`src/rtl/mrd_source_stream.sv`:
```
// rtl/mrd_source_stream.sv - output streamer: reads the result bank and drives a framed valid/ready stream (optional MRD_SRC_CONJ_EN)
module mrd_source_stream #(
    parameter int RD_LAT     = 2,
    parameter int FIFO_DEPTH = 4,
    parameter int ADDR_W     = 11,
    parameter int MAX_PTS    = 1200
) (
    input  logic              clk,
    input  logic              rst_n,
    input  logic              start,
    input  logic [11:0]       start_dftpts,
    input  logic              start_inverse,
    output logic              busy,
    output logic              done,
    output logic              rd_en,
    output logic [ADDR_W-1:0] rd_addr,
    input  logic [17:0]       rd_real,
    input  logic [17:0]       rd_imag,
    output logic              src_valid,
    input  logic              src_ready,
    output logic              src_sop,
    output logic              src_eop,
    output logic [17:0]       src_real,
    output logic [17:0]       src_imag,
    output logic [11:0]       src_dftpts,
    output logic              src_inverse
);

    localparam int PTR_W = (FIFO_DEPTH > 1) ? $clog2(FIFO_DEPTH) : 1;
    localparam int CNT_W = $clog2(FIFO_DEPTH + 1);
    localparam int CR_W  = 8;

    typedef enum logic [1:0] {S_IDLE, S_RUN, S_DRAIN} state_t;

    state_t              r_state;
    state_t              w_state_nxt;
    logic [11:0]         r_n;
    logic                r_inv;
    logic [ADDR_W-1:0]   r_addr;
    logic [11:0]         r_out_cnt;
    logic [RD_LAT-1:0]   r_vpipe;
    logic [17:0]         r_fifo_re [FIFO_DEPTH];
    logic [17:0]         r_fifo_im [FIFO_DEPTH];
    logic [PTR_W-1:0]    r_wr_ptr;
    logic [PTR_W-1:0]    r_rd_ptr;
    logic [CNT_W-1:0]    r_count;
    logic                r_done;

    logic                w_start_ok;
    logic                w_valid;
    logic                w_pop;
    logic                w_push;
    logic [CR_W-1:0]     w_inflight;
    logic [CR_W-1:0]     w_used;
    logic                w_credit;
    logic                w_last_addr;
    logic                w_is_eop;
    logic                w_eop_hs;
    logic                w_rd_en;
    logic [17:0]         w_head_re;
    logic [17:0]         w_head_im;
    logic [17:0]         w_im_out;

    assign w_start_ok  = start && (start_dftpts != 12'd0) && (start_dftpts <= 12'(MAX_PTS));
    assign w_valid     = (r_count != '0);
    assign w_pop       = w_valid && src_ready;
    assign w_push      = r_vpipe[RD_LAT-1];
    assign w_used      = CR_W'(r_count) + w_inflight - CR_W'(w_pop);
    assign w_credit    = (w_used < CR_W'(FIFO_DEPTH));
    assign w_last_addr = (12'(r_addr) == (r_n - 12'd1));
    assign w_is_eop    = (r_out_cnt == (r_n - 12'd1));
    assign w_eop_hs    = w_pop && w_is_eop;
    assign w_head_re   = r_fifo_re[r_rd_ptr];
    assign w_head_im   = r_fifo_im[r_rd_ptr];

    // Count reads still travelling through the bank pipeline.
    always_comb begin
        w_inflight = '0;
        for (int i = 0; i < RD_LAT; i++) begin
            w_inflight = w_inflight + CR_W'(r_vpipe[i]);
        end
    end

`ifdef MRD_SRC_CONJ_EN
    // Conjugate on the FIFO head; the most negative value saturates.
    always_comb begin
        w_im_out = w_head_im;
        if (r_inv) begin
            w_im_out = (w_head_im == 18'h20000) ? 18'h1FFFF : (18'd0 - w_head_im);
        end
    end
`else
    // Imag passes straight through.
    always_comb begin
        w_im_out = w_head_im;
    end
`endif

    // State register.
    always_ff @(posedge clk) begin
        if (!rst_n) begin
            r_state <= S_IDLE;
        end else begin
            r_state <= w_state_nxt;
        end
    end

    // Next state and read issue; a read goes out only when a FIFO slot is guaranteed.
    always_comb begin
        w_state_nxt = r_state;
        w_rd_en     = 1'b0;
        case (r_state)
            S_IDLE: begin
                if (w_start_ok) begin
                    w_state_nxt = S_RUN;
                end
            end
            S_RUN: begin
                if (w_credit) begin
                    w_rd_en = 1'b1;
                    if (w_last_addr) begin
                        w_state_nxt = S_DRAIN;
                    end
                end
            end
            S_DRAIN: begin
                if (w_eop_hs) begin
                    w_state_nxt = S_IDLE;
                end
            end
            default: w_state_nxt = S_IDLE;
        endcase
    end

    // Frame parameters, read address and output beat counter.
    always_ff @(posedge clk) begin
        if (!rst_n) begin
            r_n       <= '0;
            r_inv     <= 1'b0;
            r_addr    <= '0;
            r_out_cnt <= '0;
        end else if ((r_state == S_IDLE) && w_start_ok) begin
            r_n       <= start_dftpts;
            r_inv     <= start_inverse;
            r_addr    <= '0;
            r_out_cnt <= '0;
        end else begin
            if (w_rd_en) begin
                r_addr <= r_addr + ADDR_W'(1);
            end
            if (w_pop) begin
                r_out_cnt <= r_out_cnt + 12'd1;
            end
        end
    end

    // Done pulse lands in the first IDLE cycle after the eop handshake.
    always_ff @(posedge clk) begin
        if (!rst_n) begin
            r_done <= 1'b0;
        end else begin
            r_done <= w_eop_hs;
        end
    end

    // Valid tags that follow each read through the bank latency.
    always_ff @(posedge clk) begin
        if (!rst_n) begin
            r_vpipe <= '0;
        end else begin
            for (int i = RD_LAT - 1; i > 0; i--) begin
                r_vpipe[i] <= r_vpipe[i-1];
            end
            r_vpipe[0] <= w_rd_en;
        end
    end

    // FIFO pointers and occupancy.
    always_ff @(posedge clk) begin
        if (!rst_n) begin
            r_wr_ptr <= '0;
            r_rd_ptr <= '0;
            r_count  <= '0;
        end else begin
            if (w_push) begin
                r_wr_ptr <= (r_wr_ptr == PTR_W'(FIFO_DEPTH - 1)) ? '0 : r_wr_ptr + PTR_W'(1);
            end
            if (w_pop) begin
                r_rd_ptr <= (r_rd_ptr == PTR_W'(FIFO_DEPTH - 1)) ? '0 : r_rd_ptr + PTR_W'(1);
            end
            r_count <= r_count + CNT_W'(w_push) - CNT_W'(w_pop);
        end
    end

    // FIFO storage; contents are only visible while the count says so.
    always_ff @(posedge clk) begin
        if (w_push) begin
            r_fifo_re[r_wr_ptr] <= rd_real;
            r_fifo_im[r_wr_ptr] <= rd_imag;
        end
    end

    assign busy        = (r_state != S_IDLE);
    assign done        = r_done;
    assign rd_en       = w_rd_en;
    assign rd_addr     = w_rd_en ? r_addr : '0;
    assign src_valid   = w_valid;
    assign src_sop     = w_valid && (r_out_cnt == 12'd0);
    assign src_eop     = w_valid && w_is_eop;
    assign src_real    = w_valid ? w_head_re : '0;
    assign src_imag    = w_valid ? w_im_out : '0;
    assign src_dftpts  = r_n;
    assign src_inverse = r_inv;

endmodule
```
`config.mk`:
```
export PLATFORM = sky130hd
export DESIGN_NAME = mrd_source_stream
export DESIGN_NICKNAME = d
export VERILOG_FILES = /design/src/rtl/mrd_source_stream.sv
export SDC_FILE = /design/constraint.sdc
export NUM_CORES = 1
export LEC_CHECK = 0
export ABC_CLOCK_PERIOD_IN_PS = 11300
export BUFFER_PORTS_ARGS = -buffer_cell sky130_fd_sc_hd__buf_2
export CORE_MARGIN = 10
export CORE_UTILIZATION = 62
export DETAILED_ROUTE_END_ITERATION = 8
export PLACE_DENSITY = 0.85
export SETUP_SLACK_MARGIN = 0.3
export SLEW_MARGIN = 15
export SYNTH_ARGS = -nofsm -noshare
export SYNTH_HDL_FRONTEND = slang
export SYNTH_SLANG_ARGS = --single-unit
```
`constraint.sdc`:
```
create_clock -name clk -period 11.3 [get_ports clk]
set_clock_uncertainty 0.2 [all_clocks]
set_input_delay 1.13 -clock clk [delete_from_list [all_inputs] [get_ports clk]]
set_output_delay 1.13 -clock clk [all_outputs]
set_load 0.02 [all_outputs]
```
==> out/summary.md, run 1 <==
The fraction of the cycle the final worst path needs came out at 57.3%. TritonCTS built the clock tree. The number of enable flip-flop cells after synthesis works out to 144. The later pin in the worst-skew pair is clocked with a latency of 0.43 ns. Largest fanout on the critical path: 38. The highest clock rate came out at 0.155 GHz. After clock tree synthesis, the clock-pin slew on the worst setup and hold paths is 0.07 ns. Of the total power, registers draw 42.0%. The routed design could run at a clock period as short as 6.47 ns.

Detailed placement finished with a half-perimeter wire length of 12500 µm. The worst setup path is launched from a flip-flop. For the cell internal power dissipation, the log shows 1330 µW. For the critical path data required time, the log shows 9.97 ns.

The highest layer touched by signal routing is met4. Before antenna repair, the detailed router went through 5 iterations. The logs give 0.897 for the placer congestion estimate and 592 for the cell count after synthesis.

The cell area that synthesis handed to floorplanning was 8510 µm². The design draws 1920 µW. The number of DRC markers in iteration 0 was 398; the total leakage power was 0.00362 µW. The global-route wire length before repair is 30000 µm.

The width of the die works out to 137 µm. The logs give 0 for the hold buffer count at cts and 63.7% for the initial core utilization. In this run the mean area of a mapped cell was 14.4 µm². The remaining global-route overflow is 0, and the number of port buffers is 118. The average detailed-routed wire length per instance was 21.5 µm. The top cell type by area accounts for 50.8% of the synthesized area. The total detailed-routing wirelength was 19300 µm; the number of antenna violations at the first check in global routing was 0. For the area of the core, the log shows 13300 µm². During synthesis, Yosys emitted a total of 0 warnings.

The root buffer cell chosen for the clock tree is sky130_fd_sc_hd__clkbuf_16. Across the run, the number of max-cap violations was 0. The share of async-settable or async-resettable flops after synthesis is 0%, and the path depth of the worst reg2reg path is 17.

Measured against its own limit, the worst slew margin works out to 28.7%. The synthesis-to-layout area growth was 15.7%. In this run the power spent charging and discharging nets is 584 µW. The run gives 0 as the hold violation count in the final report. The tools report the maximum clock path buffer count as 2. The via total after detailed routing is 5353, and the number of sinks driven by the clock tree is 194. The logs give 0 for the count of unresolved DRC violations after routing and 0 for the count of nets left with antenna violations after detail routing.

For the portion of total power attributed to the clock network, the log shows 32.2%. The worst setup path is captured at a primary output. Instance count along the most critical hold path: 1. In this run switching power makes up 30.5% of total power. The register bit total from synthesis was 194. For the global-route total usage across every layer, the log shows 20.8%. Final count of pins violating max slew: 0. When the netlist entered floorplanning its net count stood at 664. For the via count of the first global-routing pass, the log shows 5551.

The site row count came out at 42. The most used flip-flop cell after synthesis is sky130_fd_sc_hd__edfxtp_1. Measured along the y axis, the die boundary spans 137 µm.

The worst register-to-register path begins at r_count[1]. The tools report the worst-case vdd ir drop as 0.128 mV. After synthesis, flip-flops and latches occupy 62.6% of the total area. The tools report the routed wire length on met3 as 1510 µm. The worst-margin pin slew came out at 1.07 ns.

The critical path arrival came out at 5.14 ns. Kind of path behind the tightest hold check: reg -> reg. The number of distinct standard cells referenced by the synthesized netlist is 50. Setup violations remaining at the end of the flow were counted as 0.

Setup repair after global routing left no endpoint under its margin. For hold timing, the worst endpoint is r_vpipe[1]. Clock tree synthesis inserted a total of 17 buffers.

In this run the power density over the cells is 195 nW/µm². The worst hold path begins at r_vpipe[0]. The flow ran to the end, and the final reports show no timing, DRC or antenna violations. The logs give 4 for the maximum level of the CTS H-tree and 119 for the total I/O pin count. The post-CTS setup buffer count came out at 0. The endpoint identified for the worst register-to-register timing path is r_addr[3]. Ranked by total cell area, the synthesized netlist is headed by sky130_fd_sc_hd__edfxtp_1, sky130_fd_sc_hd__dfxtp_1, sky130_fd_sc_hd__mux4_2.

The number of gates resized after CTS was 0. Adding up every negative setup slack in the final design gives 0 ns. The floorplan step defined a die boundary enclosing 18800 µm². The register-to-register setup slack is 6.18 ns.

The classification of the worst setup path was reg -> out. The logs give 9700 µm for the detailed route wirelength on metal2 and 39 for the maximum number of pins on one net before global-route repair. Combinational cells account for 25.8% of the total power. After the last flow step, the layout net total stands at 776. Cells with a size suffix above 1 make up 27.8% of the layout. The detailed router put a total of 7640 µm of wire on met1. The via-per-instance ratio works out to 5.98. The top cell type by total area after synthesis is sky130_fd_sc_hd__edfxtp_1.
[kinds of logic (layout without fill, tap and decap cells)]
logic type	after synthesis	in the layout	synth area share, %
compound gates	46	46	3.28
buf+inv	53	178	2.35
other cells	0	2	0
simple gates	188	188	12.2
fa+ha+maj	19	19	2.88
flops	194	194	62.6
xor+xnor	53	53	6.77
mux	39	39	9.89
[stage by stage]
step	setup WS [ns]	util, %	cells	cell area [µm²]	hold WS (ns)
detailed placement	5.25	69.2	861	9240	0.261
finish	4.83	73.8	895	9840	0.269
global route	4.31	73.7	893	9840	0.299
floorplan	6.04	-	592	8510	0.241
global placement	5.44	69.2	861	9240	0.259
CTS	4.81	73.7	893	9840	0.270
[power by group through the flow]
stage               sequential [µW]  clock, µW  combinational [µW]
finish                          805        617                 494
floorplan                       808          0                 356
global placement                819          0                 482
global route                    808        649                 539
CTS                             805        622                 500
detailed placement              820          0                 498
[layout by cell type (no fill, tap or decap), types with 3 or more instances in the layout]
| cell type | n |
|---|---|
| sky130_fd_sc_hd__edfxtp_1 | 144 |
| sky130_fd_sc_hd__buf_2 | 118 |
| sky130_fd_sc_hd__and2_1 | 49 |
| sky130_fd_sc_hd__dfxtp_1 | 48 |
| sky130_fd_sc_hd__nor2_1 | 43 |
| sky130_fd_sc_hd__mux4_2 | 36 |
| sky130_fd_sc_hd__inv_1 | 26 |
| sky130_fd_sc_hd__xnor2_1 | 26 |
| sky130_fd_sc_hd__xor2_1 | 19 |
| sky130_fd_sc_hd__nand2_1 | 18 |
| sky130_fd_sc_hd__nand3_1 | 18 |
| sky130_fd_sc_hd__a21oi_1 | 18 |
| sky130_fd_sc_hd__ha_1 | 18 |
| sky130_fd_sc_hd__clkbuf_16 | 17 |
| sky130_fd_sc_hd__o21ai_0 | 14 |
| sky130_fd_sc_hd__nand4_1 | 11 |
| sky130_fd_sc_hd__nor3_1 | 9 |
| sky130_fd_sc_hd__nor4_1 | 9 |
| sky130_fd_sc_hd__xnor3_1 | 7 |
| sky130_fd_sc_hd__inv_6 | 5 |
| sky130_fd_sc_hd__or4_1 | 4 |
| sky130_fd_sc_hd__nor2b_1 | 4 |
| sky130_fd_sc_hd__and2_2 | 4 |
| sky130_fd_sc_hd__and3_1 | 4 |
| sky130_fd_sc_hd__clkinv_1 | 3 |
| sky130_fd_sc_hd__nor4b_1 | 3 |
| sky130_fd_sc_hd__mux2i_1 | 3 |
| sky130_fd_sc_hd__bufinv_16 | 3 |
[worst max-delay path by stage]
stage / depth (start not counted) / startpoint / slack, ns / to
after floorplan: 14 / src_ready / 6.04 / rd_addr[0]
after global placement: 16 / r_count[1] / 5.44 / rd_addr[8]
after detailed placement: 16 / r_count[1] / 5.25 / rd_addr[3]
after CTS: 16 / r_count[1] / 4.81 / rd_addr[3]
after global routing: 16 / r_count[1] / 4.31 / rd_addr[8]
final: 16 / r_count[1] / 4.83 / rd_addr[3]
[layout make-up]
type	count	area [µm²]
antenna	2	5.00
clock inverter	15	178
timing repair buffer	119	598
clock buffer	17	425
tap	176	220
inverter	27	101
multi-input combinational	345	2990
sequential	194	5330
fill	838	3500
[layer usage]
layer,GRT usage [%],vias to the layer above
li1,-,2414
met1,25.2,2637
met2,35.0,264
met3,5.46,38
met4,7.85,0
met5,0,-
[synth_stat cells (2+ instances only)]
| master | number |
|---|---|
| sky130_fd_sc_hd__mux2i_1 | 3 |
| sky130_fd_sc_hd__xnor2_1 | 26 |
| sky130_fd_sc_hd__nand4_1 | 11 |
| sky130_fd_sc_hd__nor4_1 | 9 |
| sky130_fd_sc_hd__or4b_2 | 2 |
| sky130_fd_sc_hd__nand2b_1 | 2 |
| sky130_fd_sc_hd__or4_1 | 4 |
| sky130_fd_sc_hd__a21oi_1 | 18 |
| sky130_fd_sc_hd__clkbuf_1 | 21 |
| sky130_fd_sc_hd__xnor3_1 | 7 |
| sky130_fd_sc_hd__nand3_1 | 18 |
| sky130_fd_sc_hd__inv_1 | 26 |
| sky130_fd_sc_hd__nand2_1 | 18 |
| sky130_fd_sc_hd__buf_1 | 4 |
| sky130_fd_sc_hd__nor4b_1 | 3 |
| sky130_fd_sc_hd__edfxtp_1 | 144 |
| sky130_fd_sc_hd__o21a_1 | 2 |
| sky130_fd_sc_hd__mux4_2 | 36 |
| sky130_fd_sc_hd__xor2_1 | 19 |
| sky130_fd_sc_hd__and2_1 | 53 |
| sky130_fd_sc_hd__nor2_1 | 43 |
| sky130_fd_sc_hd__or4_4 | 2 |
| sky130_fd_sc_hd__o21ai_0 | 14 |
| sky130_fd_sc_hd__nor3_1 | 9 |
| sky130_fd_sc_hd__dfxtp_1 | 50 |
| sky130_fd_sc_hd__and3_1 | 4 |
| sky130_fd_sc_hd__ha_1 | 18 |
| sky130_fd_sc_hd__nor2b_1 | 4 |
[sequential cells by signal (all words and copies together) (netlist names), named ones only]
register / flops
r_wr_ptr: 2
r_fifo_re: 72
r_rd_ptr: 2
done: 1
src_inverse: 1
r_out_cnt: 12
src_dftpts: 12
r_vpipe: 2
r_fifo_im: 72
r_state: 2
r_count: 3
r_addr: 11
[critical path, cell delays in order, from the launching register on]
cell                       delay, ns
sky130_fd_sc_hd__dfxtp_1        0.34
sky130_fd_sc_hd__nor3_1         0.38
sky130_fd_sc_hd__inv_1          0.57
sky130_fd_sc_hd__nand2_1        0.47
sky130_fd_sc_hd__clkinv_1       0.31
sky130_fd_sc_hd__ha_1           0.29
sky130_fd_sc_hd__inv_1          0.06
sky130_fd_sc_hd__ha_1           0.21
sky130_fd_sc_hd__and3b_1        0.20
sky130_fd_sc_hd__o21a_1         0.20
sky130_fd_sc_hd__nor2_1         0.10
sky130_fd_sc_hd__ha_1           0.12
sky130_fd_sc_hd__nor2b_1        0.21
sky130_fd_sc_hd__inv_1          0.10
sky130_fd_sc_hd__a211oi_2       0.74
sky130_fd_sc_hd__and2_1         0.23
sky130_fd_sc_hd__buf_2          0.17
(Power assumes the default switching activity.)
==> run 2, diff against run 1 <==
Settings changed: ABC_CLOCK_PERIOD_IN_PS 11300 to 6400, CORE_UTILIZATION 62 to 57, PLACE_DENSITY 0.85 to 0.79.
Clock period 11.3 ns to 6.4 ns, I/O delays scaled along.
==> run 2 against run 1 <==
Net effect:
- sequential power increased by 76%
- flip-flop and latch count stayed put
- global-route usage decreased by 3.0 points
- power is 69% higher
- non-clock buffer count up 2
- register-to-register slack worse by 4.2 ns
- core utilization down 6.7 points
- routed wire length is 8.4% lower
- final area shrank 0.70%
- highest routed layer unchanged
==> out/summary.md, run 2 (synthesis results as in run 1) <==
On the critical path, the stage with the largest delay is an instance of sky130_fd_sc_hd__nor3_1. The initial core utilization came out at 58.3% (-5.4 points). Placer congestion estimate: 0.932 (+4.0%). The category of the worst setup path capture point was a primary output.

Area of the core: 14600 µm² (+9.3%). The remaining global-route overflow came out at 0 (unchanged). The tools report the cell at the root of the clock tree as sky130_fd_sc_hd__clkbuf_16. The total iterations of the first detailed-routing run was 5 (unchanged). Delay contributed by the slowest stage of the critical path: 0.40 ns (-0.34 ns). The most common cell after layout, fill and taps aside was sky130_fd_sc_hd__edfxtp_1. The clock slew at the register clock pins of the worst setup and hold paths is 0.07 ns (about the same), and the power density relative to cell area is 331 nW/µm² (+70%). The global-route wire length before repair is 28400 µm (-5.5%).

The maximum number of pins on one net before global-route repair was 39 (unchanged). Dividing the final minimum period by the clock period gives 79.8%. The multi-input combinational cell area is 2990 µm² (unchanged), and the number of buffers created by CTS is 17 (unchanged).

Classification of the worst setup path: reg -> out. The library cells used most frequently in the layout, excluding fill and tap cells, are sky130_fd_sc_hd__edfxtp_1, sky130_fd_sc_hd__buf_2, sky130_fd_sc_hd__and2_1, sky130_fd_sc_hd__dfxtp_1, sky130_fd_sc_hd__nor2_1. The total of endpoints with negative setup slack in the final report was 0 (unchanged); the post-CTS setup buffer count was 0 (unchanged). The width of the die works out to 142 µm (+3.7%).

The largest registers in the layout are r_fifo_im: 72 flops, r_fifo_re: 72 flops. The count of nets left with antenna violations after detail routing came out at 0 (unchanged). The number of antenna violations at the first check in global routing was 0 (unchanged). The number of sinks driven by the clock tree is 194 (unchanged). The layout cell share with drive strength beyond 1 works out to 27.3% (-0.49 points). The total detailed-routing wirelength was 17600 µm (-8.4%); the register cell area after layout was 5330 µm² (unchanged). The tools report the hold violation count in the final report as 0 (unchanged).

The count of unresolved DRC violations after routing was 0 (unchanged); the via count of the first global-routing pass was 5464 (-1.6%). The post-placement cell area was 9260 µm² (+0.27%). Largest fanout on the critical path: 38 (unchanged). The register-to-register setup slack was 1.98 ns (-4.20 ns); the total of fill cells in the finished design was 1020 (+22%). Worst-margin pin slew: 1.05 ns (-0.0236 ns). The total I/O pin count was 119 (unchanged). The tools report the net count reported at finish as 778 (+0.26%). The logs give 871 (+1.2%) for the cell count after placement and 4.27 ns (-0.87 ns) for the critical path arrival. The logs give 9780 µm² (-0.70%) for the final design instance area without fill and 0 (unchanged) for the max capacitance violation total. The sum of buffers and inverters on the critical path was 7 (+2). The final non-filler cell total was 904 (+1.0%).

Setup repair after global routing left no endpoint under its margin. The final count of pins violating max slew was 0 (unchanged). The latest clock arrival within the worst-skew pair is 0.42 ns (about the same), and the maximum clock path buffer count is 2 (unchanged). The tools report the type of element launching the critical path as a flip-flop. The half-perimeter wire length of the detailed placement result is 12000 µm (-3.7%). Global-route total usage across every layer: 17.8% (-3.0 points). In this design, the largest share of critical-path delay is due to simple AND/OR/NAND/NOR gates.

The flow ran to the end, and the final reports show no timing, DRC or antenna violations. The run gives 5197 (-2.9%) as the via total after detailed routing. For the floorplan die area, the log shows 20200 µm² (+7.5%).

The kind of path behind the tightest hold check is in -> reg. The area growth from synthesis to layout is 14.9%. The number of DRC markers in iteration 0 was 269 (-32%). The total leakage power was 0.00358 µW (-1.1%); the worst-case vdd ir drop was 0.245 mV (+92%). The number of port buffers works out to 118 (unchanged).

The tools report the hold buffer count at cts as 0 (unchanged). The highest clock rate was 0.196 GHz. The die outline height is 142 µm (+3.7%), and the shortest period the worst path allows is 5.11 ns. Via-per-instance ratio: 5.75 (-3.9%). The tools report the number of gates given a new drive strength after cts as 0 (unchanged).

TritonCTS built the clock tree. The critical path data required time was 5.56 ns (-4.41 ns). Walking the worst path, the cells encountered are nor3_1, inv_1, buf_4, nand2_1, clkinv_1, ha_1, inv_1, ha_1, and3b_1, o21a_1, nor2_1, ha_1, nor2b_1, inv_1, a211oi_2, buf_4, and2_1, buf_2.

For the relative slew slack, the log shows 30.2% (+1.6 points). The average detailed-routed wire length per instance was 19.5 µm (-9.3%); the aggregate negative setup slack was 0 ns (unchanged). The maximum level of the CTS H-tree was 4 (unchanged). Site row count: 44 (+4.8%).
==> run 2: cell count changes in the layout (fill, tap and decap cells not counted) <==
cell                        before  now
sky130_fd_sc_hd__clkinv_4        0    2
sky130_fd_sc_hd__clkinv_1        3    1
sky130_fd_sc_hd__inv_6           5    2
sky130_fd_sc_hd__bufinv_16       3    0
sky130_fd_sc_hd__buf_4           1    3
sky130_fd_sc_hd__clkbuf_1        0    7
sky130_fd_sc_hd__inv_8           1    0
sky130_fd_sc_hd__diode_2         2    1
==> run 2: final cells by class <==
class	instances	share of cell area [%]
Sequential cell	194	54.5
Timing Repair Buffer	121	6.27
Multi-Input combinational cell	345	30.6
Inverter	27	1.04
Antenna cell	1	0.0256
Tap cell	184	2.36
Clock buffer	24	4.62
Clock inverter	8	0.614
==> run 2: path summary, 6_finish.rpt <==
kind                                 start              end  depth (start not counted)
worst max-delay path            r_count[1]       rd_addr[8]                         18
worst min-delay path            rd_real[3]  r_fifo_re[1][3]                          1
worst max register to register  r_count[1]       r_state[0]                         17
worst min register to register  r_vpipe[0]       r_vpipe[1]                          1
==> run 2: layer usage <==
layer  GRT usage [%]  wire, µm
met3            5.04      1250
met5               0         0
met4            5.92       269
met1            21.9      7480
met2            29.5      8640
==> run 2: report_power, final <==
group / internal (µW) / switching [µW] / leakage [µW]
sequential: 1380 / 38.3 / 0.00170
clock: 500 / 439 / 0.000243
combinational: 360 / 517 / 0.00164
==> run 2: worst reg2reg max path, stage by stage, from the launching register on <==
cell,delay [ns]
sky130_fd_sc_hd__dfxtp_1,0.35
sky130_fd_sc_hd__nor3_1,0.41
sky130_fd_sc_hd__inv_1,0.08
sky130_fd_sc_hd__buf_4,0.26
sky130_fd_sc_hd__nand2_1,0.29
sky130_fd_sc_hd__clkinv_1,0.30
sky130_fd_sc_hd__ha_1,0.29
sky130_fd_sc_hd__inv_1,0.06
sky130_fd_sc_hd__ha_1,0.21
sky130_fd_sc_hd__and3b_1,0.19
sky130_fd_sc_hd__o21a_1,0.20
sky130_fd_sc_hd__nor2_1,0.09
sky130_fd_sc_hd__ha_1,0.12
sky130_fd_sc_hd__nor2b_1,0.19
sky130_fd_sc_hd__o211ai_1,0.10
sky130_fd_sc_hd__or4b_2,0.63
sky130_fd_sc_hd__nor4_1,0.21
sky130_fd_sc_hd__o31ai_1,0.09
==> run 2: stage by stage <==
stage          utilization [%]  power (µW)  setup slack, ns  hold slack, ns
2_1_floorplan                -        2060             2.06           0.241
3_3_place_gp              63.5        2310             1.95           0.255
3_5_place_dp              63.5        2330             1.74           0.260
4_1_cts                   67.0        3260             1.27           0.213
5_1_grt                   67.0        3390            0.876           0.218
6_report                  67.0        3230             1.29           0.226
